**src/rtl/seq_tx_pkg.sv**
```systemverilog
// Shared types and width helpers for the serial pattern transmitter.
package seq_tx_pkg;

  typedef enum logic [1:0] {IDLE, SHIFT, GAP, DONE} tx_state_t;

  // Bit-index counter must be able to hold PAT_W (parity slot)
  function automatic int idx_w(input int pat_w);
    return $clog2(pat_w + 1);
  endfunction

  function automatic int gap_w(input int gap_cyc);
    return (gap_cyc > 1) ? $clog2(gap_cyc) : 1;
  endfunction

endpackage

```
**src/rtl/seq_tx_shreg.sv**
```systemverilog
// Loadable PAT_W-bit shift register; shifts toward the serial head every cycle
// it is not loaded, filling with zeros.
module seq_tx_shreg #(
  parameter int PAT_W     = 4,
  parameter int MSB_FIRST = 1
) (
  input  logic             i_clk,
  input  logic             i_rst,
  input  logic             i_load,
  input  logic [PAT_W-1:0] i_data,
  output logic             o_ser
);

  logic [PAT_W-1:0] r_sr;

  always_ff @(posedge i_clk) begin
    if (i_rst)
      r_sr <= '0;
    else if (i_load)
      r_sr <= i_data;
    else if (MSB_FIRST != 0)
      r_sr <= r_sr << 1;
    else
      r_sr <= r_sr >> 1;
  end

  assign o_ser = (MSB_FIRST != 0) ? r_sr[PAT_W-1] : r_sr[0];

endmodule

```
**src/rtl/seq_pattern_tx.sv**
```systemverilog
// Serial pattern transmitter: PAT_W-bit pattern sent N times with GAP_CYC idle gaps.
// Define SEQ_PATTERN_TX_PARITY_EN to append an even-parity bit to each repetition.
//
// state | meaning
// IDLE  | waiting for a request
// SHIFT | a pattern (or parity) bit is on tx_bit
// GAP   | idle line between repetitions
// DONE  | one-cycle completion pulse
module seq_pattern_tx
  import seq_tx_pkg::*;
#(
  parameter int PAT_W     = 4,
  parameter int CNT_W     = 8,
  parameter int GAP_CYC   = 2,
  parameter int MSB_FIRST = 1
) (
  input  logic             clk,
  input  logic             rst,
  input  logic             req_valid,
  output logic             req_ready,
  input  logic [PAT_W-1:0] req_pattern,
  input  logic [CNT_W-1:0] req_count,
  input  logic             abort,
  output logic             tx_bit,
  output logic             tx_valid,
  output logic             busy,
  output logic             done
);

  localparam int IDX_W    = idx_w(PAT_W);
  localparam int GAP_W    = gap_w(GAP_CYC);
  localparam int GAP_LAST = (GAP_CYC > 0) ? GAP_CYC - 1 : 0;
`ifdef SEQ_PATTERN_TX_PARITY_EN
  localparam int LAST     = PAT_W;
  localparam int HEAD     = (MSB_FIRST != 0) ? PAT_W - 1 : 0;
`else
  localparam int LAST     = PAT_W - 1;
`endif

  tx_state_t        r_state, w_state_nxt;
  logic [IDX_W-1:0] r_idx;
  logic [CNT_W-1:0] r_reps;
  logic [GAP_W-1:0] r_gap;
  logic [PAT_W-1:0] r_pattern;
  logic             r_idle, r_tx_valid, r_busy, r_done;
  logic             w_accept, w_last_bit, w_more_reps, w_rep_start;
  logic             w_sr_load, w_sr_ser;
  logic [PAT_W-1:0] w_sr_data;

  assign req_ready   = r_idle && !abort;
  assign w_accept    = req_valid && req_ready;
  assign w_last_bit  = (r_idx == IDX_W'(LAST));
  assign w_more_reps = (r_reps != CNT_W'(1));

  always_comb begin
    w_state_nxt = r_state;
    case (r_state)
      IDLE:  if (w_accept) w_state_nxt = (req_count == '0) ? DONE : SHIFT;
      SHIFT: begin
        if (abort)                 w_state_nxt = IDLE;
        else if (w_last_bit) begin
          if (!w_more_reps)        w_state_nxt = DONE;
          else if (GAP_CYC > 0)    w_state_nxt = GAP;
          else                     w_state_nxt = SHIFT;
        end
      end
      GAP: begin
        if (abort)                 w_state_nxt = IDLE;
        else if (r_gap == '0)      w_state_nxt = SHIFT;
      end
      DONE:    w_state_nxt = IDLE;
      default: w_state_nxt = IDLE;
    endcase
  end

`ifdef SEQ_PATTERN_TX_PARITY_EN
  logic [PAT_W-1:0] w_par_word;
  always_comb begin
    w_par_word       = '0;
    w_par_word[HEAD] = ^r_pattern;
  end
`endif

  // Loading zeros whenever no bit follows keeps tx_bit low outside SHIFT
  assign w_rep_start = (w_state_nxt == SHIFT) && ((r_state != SHIFT) || w_last_bit);
  always_comb begin
    w_sr_load = 1'b1;
    w_sr_data = '0;
    if (w_rep_start)
      w_sr_data = (r_state == IDLE) ? req_pattern : r_pattern;
    else if ((r_state == SHIFT) && (w_state_nxt == SHIFT)) begin
`ifdef SEQ_PATTERN_TX_PARITY_EN
      if (r_idx == IDX_W'(PAT_W - 1))
        w_sr_data = w_par_word;
      else
        w_sr_load = 1'b0;
`else
      w_sr_load = 1'b0;
`endif
    end
  end

  always_ff @(posedge clk) begin
    if (rst) begin
      r_state    <= IDLE;
      r_idx      <= '0;
      r_reps     <= '0;
      r_gap      <= GAP_W'(GAP_LAST);
      r_pattern  <= '0;
      r_idle     <= 1'b1;
      r_tx_valid <= 1'b0;
      r_busy     <= 1'b0;
      r_done     <= 1'b0;
    end else begin
      r_state    <= w_state_nxt;
      r_idle     <= (w_state_nxt == IDLE);
      r_tx_valid <= (w_state_nxt == SHIFT);
      r_busy     <= (w_state_nxt != IDLE);
      r_done     <= (w_state_nxt == DONE);
      if (w_accept) begin
        r_pattern <= req_pattern;
        r_reps    <= req_count;
      end else if ((r_state == SHIFT) && w_last_bit)
        r_reps <= r_reps - CNT_W'(1);
      if ((r_state == SHIFT) && (w_state_nxt == SHIFT) && !w_last_bit)
        r_idx <= r_idx + IDX_W'(1);
      else
        r_idx <= '0;
      // Gap timer: down-counter reloaded whenever outside GAP
      if (r_state != GAP)
        r_gap <= GAP_W'(GAP_LAST);
      else if (r_gap != '0)
        r_gap <= r_gap - GAP_W'(1);
    end
  end

  seq_tx_shreg #(
    .PAT_W    (PAT_W),
    .MSB_FIRST(MSB_FIRST)
  ) u_shreg (
    .i_clk (clk),
    .i_rst (rst),
    .i_load(w_sr_load),
    .i_data(w_sr_data),
    .o_ser (w_sr_ser)
  );

  assign tx_bit   = w_sr_ser;
  assign tx_valid = r_tx_valid;
  assign busy     = r_busy;
  assign done     = r_done;

endmodule

```
**config.mk**
```make
export PLATFORM = sky130hd
export DESIGN_NAME = seq_pattern_tx
export DESIGN_NICKNAME = d
export VERILOG_FILES = /design/src/rtl/seq_tx_pkg.sv /design/src/rtl/seq_tx_shreg.sv /design/src/rtl/seq_pattern_tx.sv
export SDC_FILE = /design/constraint.sdc
export NUM_CORES = 1
export LEC_CHECK = 0
export ABC_AREA = 1
export CORE_MARGIN = 10
export CORE_UTILIZATION = 50
export CTS_CLUSTER_DIAMETER = 100
export DETAILED_ROUTE_END_ITERATION = 7
export HOLD_SLACK_MARGIN = 0.06
export PLACE_DENSITY = 0.83
export SLEW_MARGIN = 20
export SYNTH_ARGS = -nofsm -noshare
export SYNTH_HDL_FRONTEND = slang
export SYNTH_SLANG_ARGS = --single-unit
```
**constraint.sdc**
```tcl
create_clock -name clk -period 1.71 [get_ports clk]
set_clock_uncertainty 0.1 [all_clocks]
set_input_delay 0.342 -clock clk [delete_from_list [all_inputs] [get_ports clk]]
set_output_delay 0.342 -clock clk [all_outputs]
set_load 0.01 [all_outputs]
```
==> impl_metrics.toml, run 1 <==
[yosys]
synthFlopType = "dfxtp_1"
yosys-top-cells-area = "dfxtp_1, nand2_1, inv_1"
synthAdderAreaFrac = 0.03918
ys_types = 20
synth-edff-count = 0
synthMuxAreaShare = 0
ys_seq_area_frac = 0.4074
yosys.area.top_type = "dfxtp_1"
async_flop_share = 0
synth_area_um2 = 1277
synth_compound_area_frac = 0.09598
synth-seq-cells = 26
syn_inst = 182
synthXorXnorAreaFrac = 0.03428
synth_top_area_share = 0.4074
syn_nets = 202
synth_top_family_by_area = "simple AND/OR/NAND/NOR gates"
yosysWarnings = 0
syn_area_per_cell_um2 = 7.019
synthSimpleGateAreaFrac = 0.3173

[floorplanning]
ios = 21
start_util = 0.5204
die-width_um = 70.55
die_area_um2 = 4977
die_h_um = 70.55
placementRows = 18
core_area_um2 = 2455

[hold_path]
min_path_type = "register to register"

[cts]
cts_tree = "built"
post_cts_buffers = 0
clockBufferDepth = 2
cts_buffers = 3
h-tree-depth = 1
insertion_delay_ns = 0.31
ctsRootBufferMaster = "clkbuf_4"
path_clk_slew_ns = 0.14
clock_sinks = 26

[final_layout]
fillers = 214
final_cell_mix = "nand2_1, inv_1, dfxtp_1, clkdlybuf4s50_1, buf_4"
final_common_cell = "nand2_1"
stdcell_count = 250
final_cell_area_um2 = 1715
drive_gt1_frac = 0.1955
layout.nets = 241
antenna_cells = 0
syn_to_final_growth_pct = 34.28

[routing]
drtIter0Drc = 40
routed_wl_um = 2873
num_vias = 1233
drc = 0
vias_per_cell = 4.932
drt_first_pass_iters = 4
post_drt_wl_per_cell_um = 11.49
drtAntennaViolNets = 0

[setup_path]
slowest_stage = "dfxtp_2"
cp_data_required_time_ns = 1.87
path_common_cell = "nand2_4"
cp_cell_sequence = "ha_4 > ha_4 > inv_2 > nand2_4 > nand2_2 > inv_2 > nand2_2 > nand2_4 > nand2_4 > nand2_4 > nor2_4 > nand2_2 > nor2_1"
path_max_fanout = 4
worstPathArrival_ns = 1.81
critPathBufInv = 2
critPathTopFamily = "simple AND/OR/NAND/NOR gates"
cp-start-kind = "register"
worstSetupPathType = "register to register"
max_stage_delay_ns = 0.36
worst_setup_path_end_kind = "register"

[placed_design]
dp_hpwl_um = 2304
io_buffers = 20
place_congestion = 0.8043
dpl.cell_count = 246
place_area_um2 = 1628

[grt]
grt_max_degree = 15
grt_use_total = 0.1124
grt_antenna_before_repair = 0
gr-total-overflow = 0
grt_pass1_vias = 1211
grt_pass1_wl_um = 4940

[sta]
fin_crit_ns = 1.651
finalSetupTns_ns = 0
fmax_mhz = 605.6
drv_slew = 0
slew_headroom = 0.8563
worstMarginPinSlew_ns = 0.2139
final-setup-viol-count = 0
rsz0062_at_grt = "true"
final.period_utilization = 0.9657
hold_violations = 0
whs_ns = 0.3397

[power]
power_density_nw_per_um2 = 684.4
p_int_uw = 871.1
power_frac_clock = 0.257
swShare = 0.2580
ir_drop_uv = 614.2
switching_power_uw = 303.0
total_power_uw = 1174
seqPwrFrac = 0.548
p_comb_frac = 0.195
leakage_uw = 0.0007707

[run]
maxCapViolCount = 0

[status]
status = "completed"
==> routing by layer <==
layer  vias up  GRT usage  part of all wire
met3         6    0.01813             0.018
met4         0    0.02796             0.010
met2        19     0.2176              0.55
met1       569     0.1225              0.42
met5         -          0                 0
li1        639          -                 -
==> worst reg2reg max path: cells and delay by family (launching register included) <==
kind | cells | cell delay (ns)
fa+ha+maj | 2 | 0.32
buf+inv | 2 | 0.10
flops | 1 | 0.36
simple gates | 9 | 0.72
==> cells in the mapped netlist (3+ instances only) <==
cell type and instances:
dfxtp_1 26, nor2_1 18, buf_2 3, xor2_1 5, a21oi_1 9, o21ai_0 9, nand3_1 9, a31oi_1 4
ha_1 4, nand2_1 47, nor2_4 3, inv_1 30, nand4_1 4
==> state kept, by name (all words and copies together) (netlist names) <==
name	flops
tx_valid	1
done	1
r_idle	1
busy	1
r_gap	1
u_shreg.r_sr	4
r_reps	8
r_pattern	4
r_idx	3
r_state	2
==> logic make-up (layout without fill, tap and decap cells) <==
family | count (synthesis) | count (layout)
adders and majority gates | 4 | 4
AOI/OAI and AO/OA | 23 | 23
and+or+nand+nor | 89 | 89
xor gates and xnor gates | 5 | 5
buffers and inverters | 35 | 73
DFF | 26 | 26
==> final timing paths <==
kind / start / to / slack (ns) / depth (start not counted)
setup reg to reg: r_idx[0]$_SDFF_PP0_ / r_idx[2]$_SDFF_PP0_ / 0.06 / 13
setup / recovery: r_idx[0]$_SDFF_PP0_ / r_idx[2]$_SDFF_PP0_ / 0.06 / 13
hold reg to reg: r_idx[0]$_SDFF_PP0_ / r_idx[0]$_SDFF_PP0_ / 0.34 / 1
hold / removal: r_idx[0]$_SDFF_PP0_ / r_idx[0]$_SDFF_PP0_ / 0.34 / 1
==> cell type report <==
cell class              count  area [µm²]  share of cell area
flip-flops and latches     26       521.8              0.3042
repair buffers             37       326.6              0.1904
multi-input cells         121       673.1              0.3924
inverters                  32       120.1             0.07002
clock buffers               4       36.28             0.02115
well taps                  30       37.54             0.02188
==> repair_timing <==
item	in CTS	in global routing
gates resized for setup	4	13
pin swaps	0	9
endpoints found under the setup margin	7	9
hold buffers	0	0
==> power groups by stage <==
| stage | registers [µW] | clock network [µW] | logic (µW) |
|---|---|---|---|
| final | 643 | 302 | 229 |
| after global routing | 646 | 338 | 259 |
| after CTS | 643 | 313 | 222 |
| after detailed placement | 657 | 0 | 222 |
| after global placement | 655 | 0 | 214 |
| after floorplan | 655 | 0 | 124 |
==> through the flow <==
stage,setup slack (ns),utilization
after CTS,0.02834,0.6789
after detailed placement,-0.2224,0.6631
final,0.05872,0.6988
after global routing,-0.05425,0.6988
after floorplan,0.1307,-
after global placement,-0.1797,0.6631
Note: power is estimated with default switching activity, not from simulation.
==> run 2: changes to the inputs <==
--- a/config.mk
+++ b/config.mk
@@ -6,12 +6,14 @@
 export NUM_CORES = 1
 export LEC_CHECK = 0
 export ABC_AREA = 1
+export CORE_ASPECT_RATIO = 0.8
 export CORE_MARGIN = 10
-export CORE_UTILIZATION = 50
+export CORE_UTILIZATION = 45
 export CTS_CLUSTER_DIAMETER = 100
 export DETAILED_ROUTE_END_ITERATION = 7
 export HOLD_SLACK_MARGIN = 0.06
-export PLACE_DENSITY = 0.83
+export PLACE_DENSITY = 0.76
+export SKIP_CTS_REPAIR_TIMING = 1
 export SLEW_MARGIN = 20
 export SYNTH_ARGS = -nofsm -noshare
 export SYNTH_HDL_FRONTEND = slang
==> impl_metrics.toml, run 2 (synthesized netlist as in run 1, its figures left out) <==
[final_layout]
antenna_cells = 0
layout.nets = 241
drive_gt1_frac = 0.2146
top_regs = "r_reps: 8 flops, r_pattern: 4 flops, u_shreg.r_sr: 4 flops"
largest_reg_flops = 8
syn_to_final_growth_pct = 34.67
registers.top_by_ff_count = "r_reps"
final_common_cell = "nand2_1"
final_cell_mix = "nand2_1, inv_1, dfxtp_1, clkdlybuf4s50_1"
final_cell_area_um2 = 1720

[cts]
path_clk_slew_ns = 0.14
ctsRootBufferMaster = "clkbuf_4"
cts_tree = "built"
clock_sinks = 26
cts_buffers = 3
h-tree-depth = 1
insertion_delay_ns = 0.32
clockBufferDepth = 2

[grt]
grt_antenna_before_repair = 0
grt_max_degree = 14
grt_pass1_vias = 1058
gr-total-overflow = 0
grt_use_total = 0.1092
grt_pass1_wl_um = 4754

[setup_path]
critPathLaunch = "r_idx[1]$_SDFF_PP0_"
path_max_fanout = 4
worst_setup_path_end_kind = "register"
worstPathArrival_ns = 1.83
timing.rr.start = "r_idx[1]$_SDFF_PP0_"
cp-start-kind = "register"
worstSetupPathType = "register to register"
cp_data_required_time_ns = 1.88

[sta]
fmax_mhz = 602.2
hold_violations = 0
drv_slew = 0
slew_headroom = 0.8607
fin_crit_ns = 1.661
rsz0062_at_grt = "true"
final.period_utilization = 0.9711
worstMarginPinSlew_ns = 0.2073
final-setup-viol-count = 0
finalSetupTns_ns = 0

[power]
switching_power_uw = 301.7
ir_drop_uv = 484.8
power_density_nw_per_um2 = 654.1
swShare = 0.2681
power_frac_clock = 0.227
p_comb_frac = 0.202
p_int_uw = 823.7
seqPwrFrac = 0.571
leakage_uw = 0.0007655

[routing]
vias_per_cell = 4.572
drtIter0Drc = 49
routed_wl_um = 2846
drtAntennaViolNets = 0
drt_first_pass_iters = 4
drc = 0
num_vias = 1175
post_drt_wl_per_cell_um = 11.07

[placed_design]
place_area_um2 = 1638
dp_hpwl_um = 2205
io_buffers = 20
place_congestion = 0.8966

[status]
status = "completed"

[floorplanning]
ios = 21
start_util = 0.4656
die_h_um = 67.66
placementRows = 17
core_area_um2 = 2744
die_area_um2 = 5383
die-width_um = 79.57

[run]
maxCapViolCount = 0

[hold_path]
min_path_type = "register to register"
hp-start = "u_shreg.r_sr[1]$_SDFF_PP0_"
==> run 2: cell count changes in the layout (fill, tap and decap cells not counted), moves of 2 or more <==
cell and delta:
dfxtp_2 +2, nand2_2 +2, nand2_4 -2, dfxtp_1 -2
==> run 2: layout make-up <==
type | count | area [µm²]
Clock buffer | 3 | 22.52
Tap cell | 38 | 47.55
Sequential cell | 26 | 524.3
Timing Repair Buffer | 37 | 330.3
Inverter | 32 | 122.6
Fill cell | 240 | 1023
Multi-Input combinational cell | 121 | 673.1
==> run 2: worst max-delay path, cell delays in order, from the launching register on <==
cell and delay (ns):
dfxtp_2 0.36, ha_4 0.16, ha_4 0.17, inv_4 0.05, nand2_4 0.04, nand2_2 0.07, inv_2 0.03, nand2_2 0.05
nand2_2 0.06, nand2_2 0.11, nand2_4 0.07, nor2_4 0.16, nand2_2 0.08, nor2_2 0.09
==> run 2: per-layer routing <==
| layer | vias to the layer above | track usage | routed length [µm] |
|---|---|---|---|
| li1 | 639 | - | - |
| met1 | 509 | 0.1438 | 1339 |
| met2 | 25 | 0.1613 | 1282 |
| met3 | 2 | 0.03714 | 187 |
| met4 | 0 | 0.04018 | 36 |
| met5 | - | 0 | 0 |
==> run 2: stage by stage <==
stage | hold WS (ns) | util | setup slack, ns | power (µW) | cells
floorplan | 0.2969 | - | 0.1307 | 779.9 | 182
global placement | 0.3102 | 0.5969 | -0.1822 | 874.2 | 254
detailed placement | 0.3216 | 0.5969 | -0.2163 | 877.7 | 254
CTS | 0.3402 | 0.6051 | -0.2280 | 1129 | 257
global route | 0.3497 | 0.6270 | -0.07162 | 1180 | 257
finish | 0.3260 | 0.6270 | 0.04942 | 1125 | 257
==> run 2: power groups by stage <==
stage | Combinational [µW] | Sequential, µW | Clock (µW)
after floorplan | 124 | 655 | 0
after detailed placement | 222 | 655 | 0
final | 228 | 643 | 255
after global placement | 219 | 655 | 0
after global routing | 258 | 646 | 276
after CTS | 223 | 642 | 264
==> run 2: worst paths after layout <==
check,end,slack (ns),cells past startpoint
worst max-delay path,r_idx[1]$_SDFF_PP0_,0.05,13
worst min-delay path,u_shreg.r_sr[2]$_SDFF_PP0_,0.33,2
worst max register to register,r_idx[1]$_SDFF_PP0_,0.05,13
worst min register to register,u_shreg.r_sr[2]$_SDFF_PP0_,0.33,2
==> run 3: changes to the inputs <==
--- a/config.mk
+++ b/config.mk
@@ -12,7 +12,7 @@
 export CTS_CLUSTER_DIAMETER = 100
 export DETAILED_ROUTE_END_ITERATION = 7
 export HOLD_SLACK_MARGIN = 0.06
-export PLACE_DENSITY = 0.76
+export PLACE_DENSITY = 0.69
 export SKIP_CTS_REPAIR_TIMING = 1
 export SLEW_MARGIN = 20
 export SYNTH_ARGS = -nofsm -noshare
==> impl_metrics.toml, run 3 (synthesized netlist as in run 1, its figures left out) <==
[floorplanning]
die_h_um = 67.66
die-width_um = 79.57
start_util = 0.4656
placementRows = 17
core_area_um2 = 2744
ios = 21
die_area_um2 = 5383

[sta]
slew_headroom = 0.8478
fmax_mhz = 610.5
final-setup-viol-count = 0
final.period_utilization = 0.9580
rsz0062_at_grt = "true"
worstMarginPinSlew_ns = 0.2259
finalSetupTns_ns = 0
hold_violations = 0
fin_crit_ns = 1.638
drv_slew = 0

[placed_design]
io_buffers = 20
place_congestion = 0.8269
dp_hpwl_um = 2251
place_area_um2 = 1615

[final_layout]
largest_reg_flops = 8
top_regs = "r_reps: 8 flops, r_pattern: 4 flops, u_shreg.r_sr: 4 flops"
final_cell_mix = "nand2_1, inv_1, dfxtp_1, clkdlybuf4s50_1, nor2_1"
antenna_cells = 0
layout.nets = 238
syn_to_final_growth_pct = 31.93
final_common_cell = "nand2_1"
final_util = 0.6142
final_cell_area_um2 = 1685
drive_gt1_frac = 0.1613
registers.top_by_ff_count = "r_reps"

[cts]
clockBufferDepth = 2
cts_buffers = 3
insertion_delay_ns = 0.33
path_clk_slew_ns = 0.14
h-tree-depth = 1
clock_sinks = 26
cts_tree = "built"
ctsRootBufferMaster = "clkbuf_4"

[setup_path]
worst_setup_path_end_kind = "primary output"
path_max_fanout = 1
worstPathArrival_ns = 1.20
slowest_stage = "clkdlybuf4s50_1"
critPathTopFamily = "buffers and inverters"
worstSetupPathType = "register to primary output"
cp_data_required_time_ns = 1.27
cp-start-kind = "register"
max_stage_delay_ns = 0.53
critPathBufInv = 1
cp_cell_sequence = "clkdlybuf4s50_1"

[routing]
drc = 0
vias_per_cell = 4.671
drtIter0Drc = 83
num_vias = 1191
drt_first_pass_iters = 4
routed_wl_um = 2812
post_drt_wl_per_cell_um = 11.03
drtAntennaViolNets = 0

[grt]
grt_antenna_before_repair = 0
grt_max_degree = 15
grt_pass1_wl_um = 4761
grt_use_total = 0.1108
grt_pass1_vias = 1132
gr-total-overflow = 0

[power]
power_frac_clock = 0.263
ir_drop_uv = 432.0
seqPwrFrac = 0.550
switching_power_uw = 304.1
power_density_nw_per_um2 = 693.7
p_int_uw = 865.1
leakage_uw = 0.0007564
p_comb_frac = 0.186
swShare = 0.2601

[run]
maxCapViolCount = 0

[status]
status = "completed"

[hold_path]
min_path_type = "register to register"
-- run 3: cell types whose count changed in the layout (fill, tap and decap cells not counted), sizes merged --
cell	previous run	this run
clkbuf	3	4
buf	17	14
-- run 3: layout make-up --
cell class | count | area, µm²
clock buffers | 4 | 36.28
fillers | 262 | 1059
inverters | 32 | 120.1
multi-input cells | 121 | 651.9
flip-flops and latches | 26 | 521.8
well taps | 38 | 47.55
repair buffers | 34 | 307.8
-- run 3: worst register-to-register path, cell delays in order (launching register included) --
cell and delay [ns]:
dfxtp_2 0.36, ha_4 0.16, ha_4 0.17, inv_2 0.06, nand2_4 0.05, nand2_1 0.05, inv_1 0.03, nand2_1 0.06
nand2_2 0.06, nand2_2 0.10, nand2_4 0.08, nor2_4 0.14, nand2_2 0.07, nor2_1 0.09
-- run 3: per-layer routing --
layer,vias up,global-route usage,share of wire
li1,633,-,-
met1,532,0.1300,0.46
met2,22,0.1784,0.45
met3,4,0.04509,0.075
met4,0,0.04241,0.013
met5,-,0,0
-- run 3: power by group through the flow --
stage | logic (µW) | clock network [µW] | registers [µW]
2_1_floorplan | 124 | 0 | 655
3_3_place_gp | 213 | 0 | 655
3_5_place_dp | 217 | 0 | 657
4_1_cts | 218 | 319 | 643
5_1_grt | 244 | 350 | 647
6_report | 218 | 308 | 643
-- run 3: path summary, 6_finish.rpt --
kind / from / to / slack (ns) / cells after the start
min: r_idx[0]$_SDFF_PP0_ / r_idx[0]$_SDFF_PP0_ / 0.34 / 1
min reg2reg: r_idx[0]$_SDFF_PP0_ / r_idx[0]$_SDFF_PP0_ / 0.34 / 1
max reg2reg: r_idx[0]$_SDFF_PP0_ / r_idx[0]$_SDFF_PP0_ / 0.08 / 13
max: tx_valid$_SDFF_PP0_ / tx_valid / 0.07 / 1
-- run 3: stage by stage --
stage,worst slack [ns],total power [µW],hold slack (ns),std cells
finish,0.07188,1169,0.3378,255
floorplan,0.1307,779.9,0.2969,182
global route,-0.03771,1241,0.3536,255
detailed placement,-0.2149,873.3,0.3176,251
global placement,-0.1845,868.3,0.3059,251
CTS,-0.2062,1181,0.3370,255
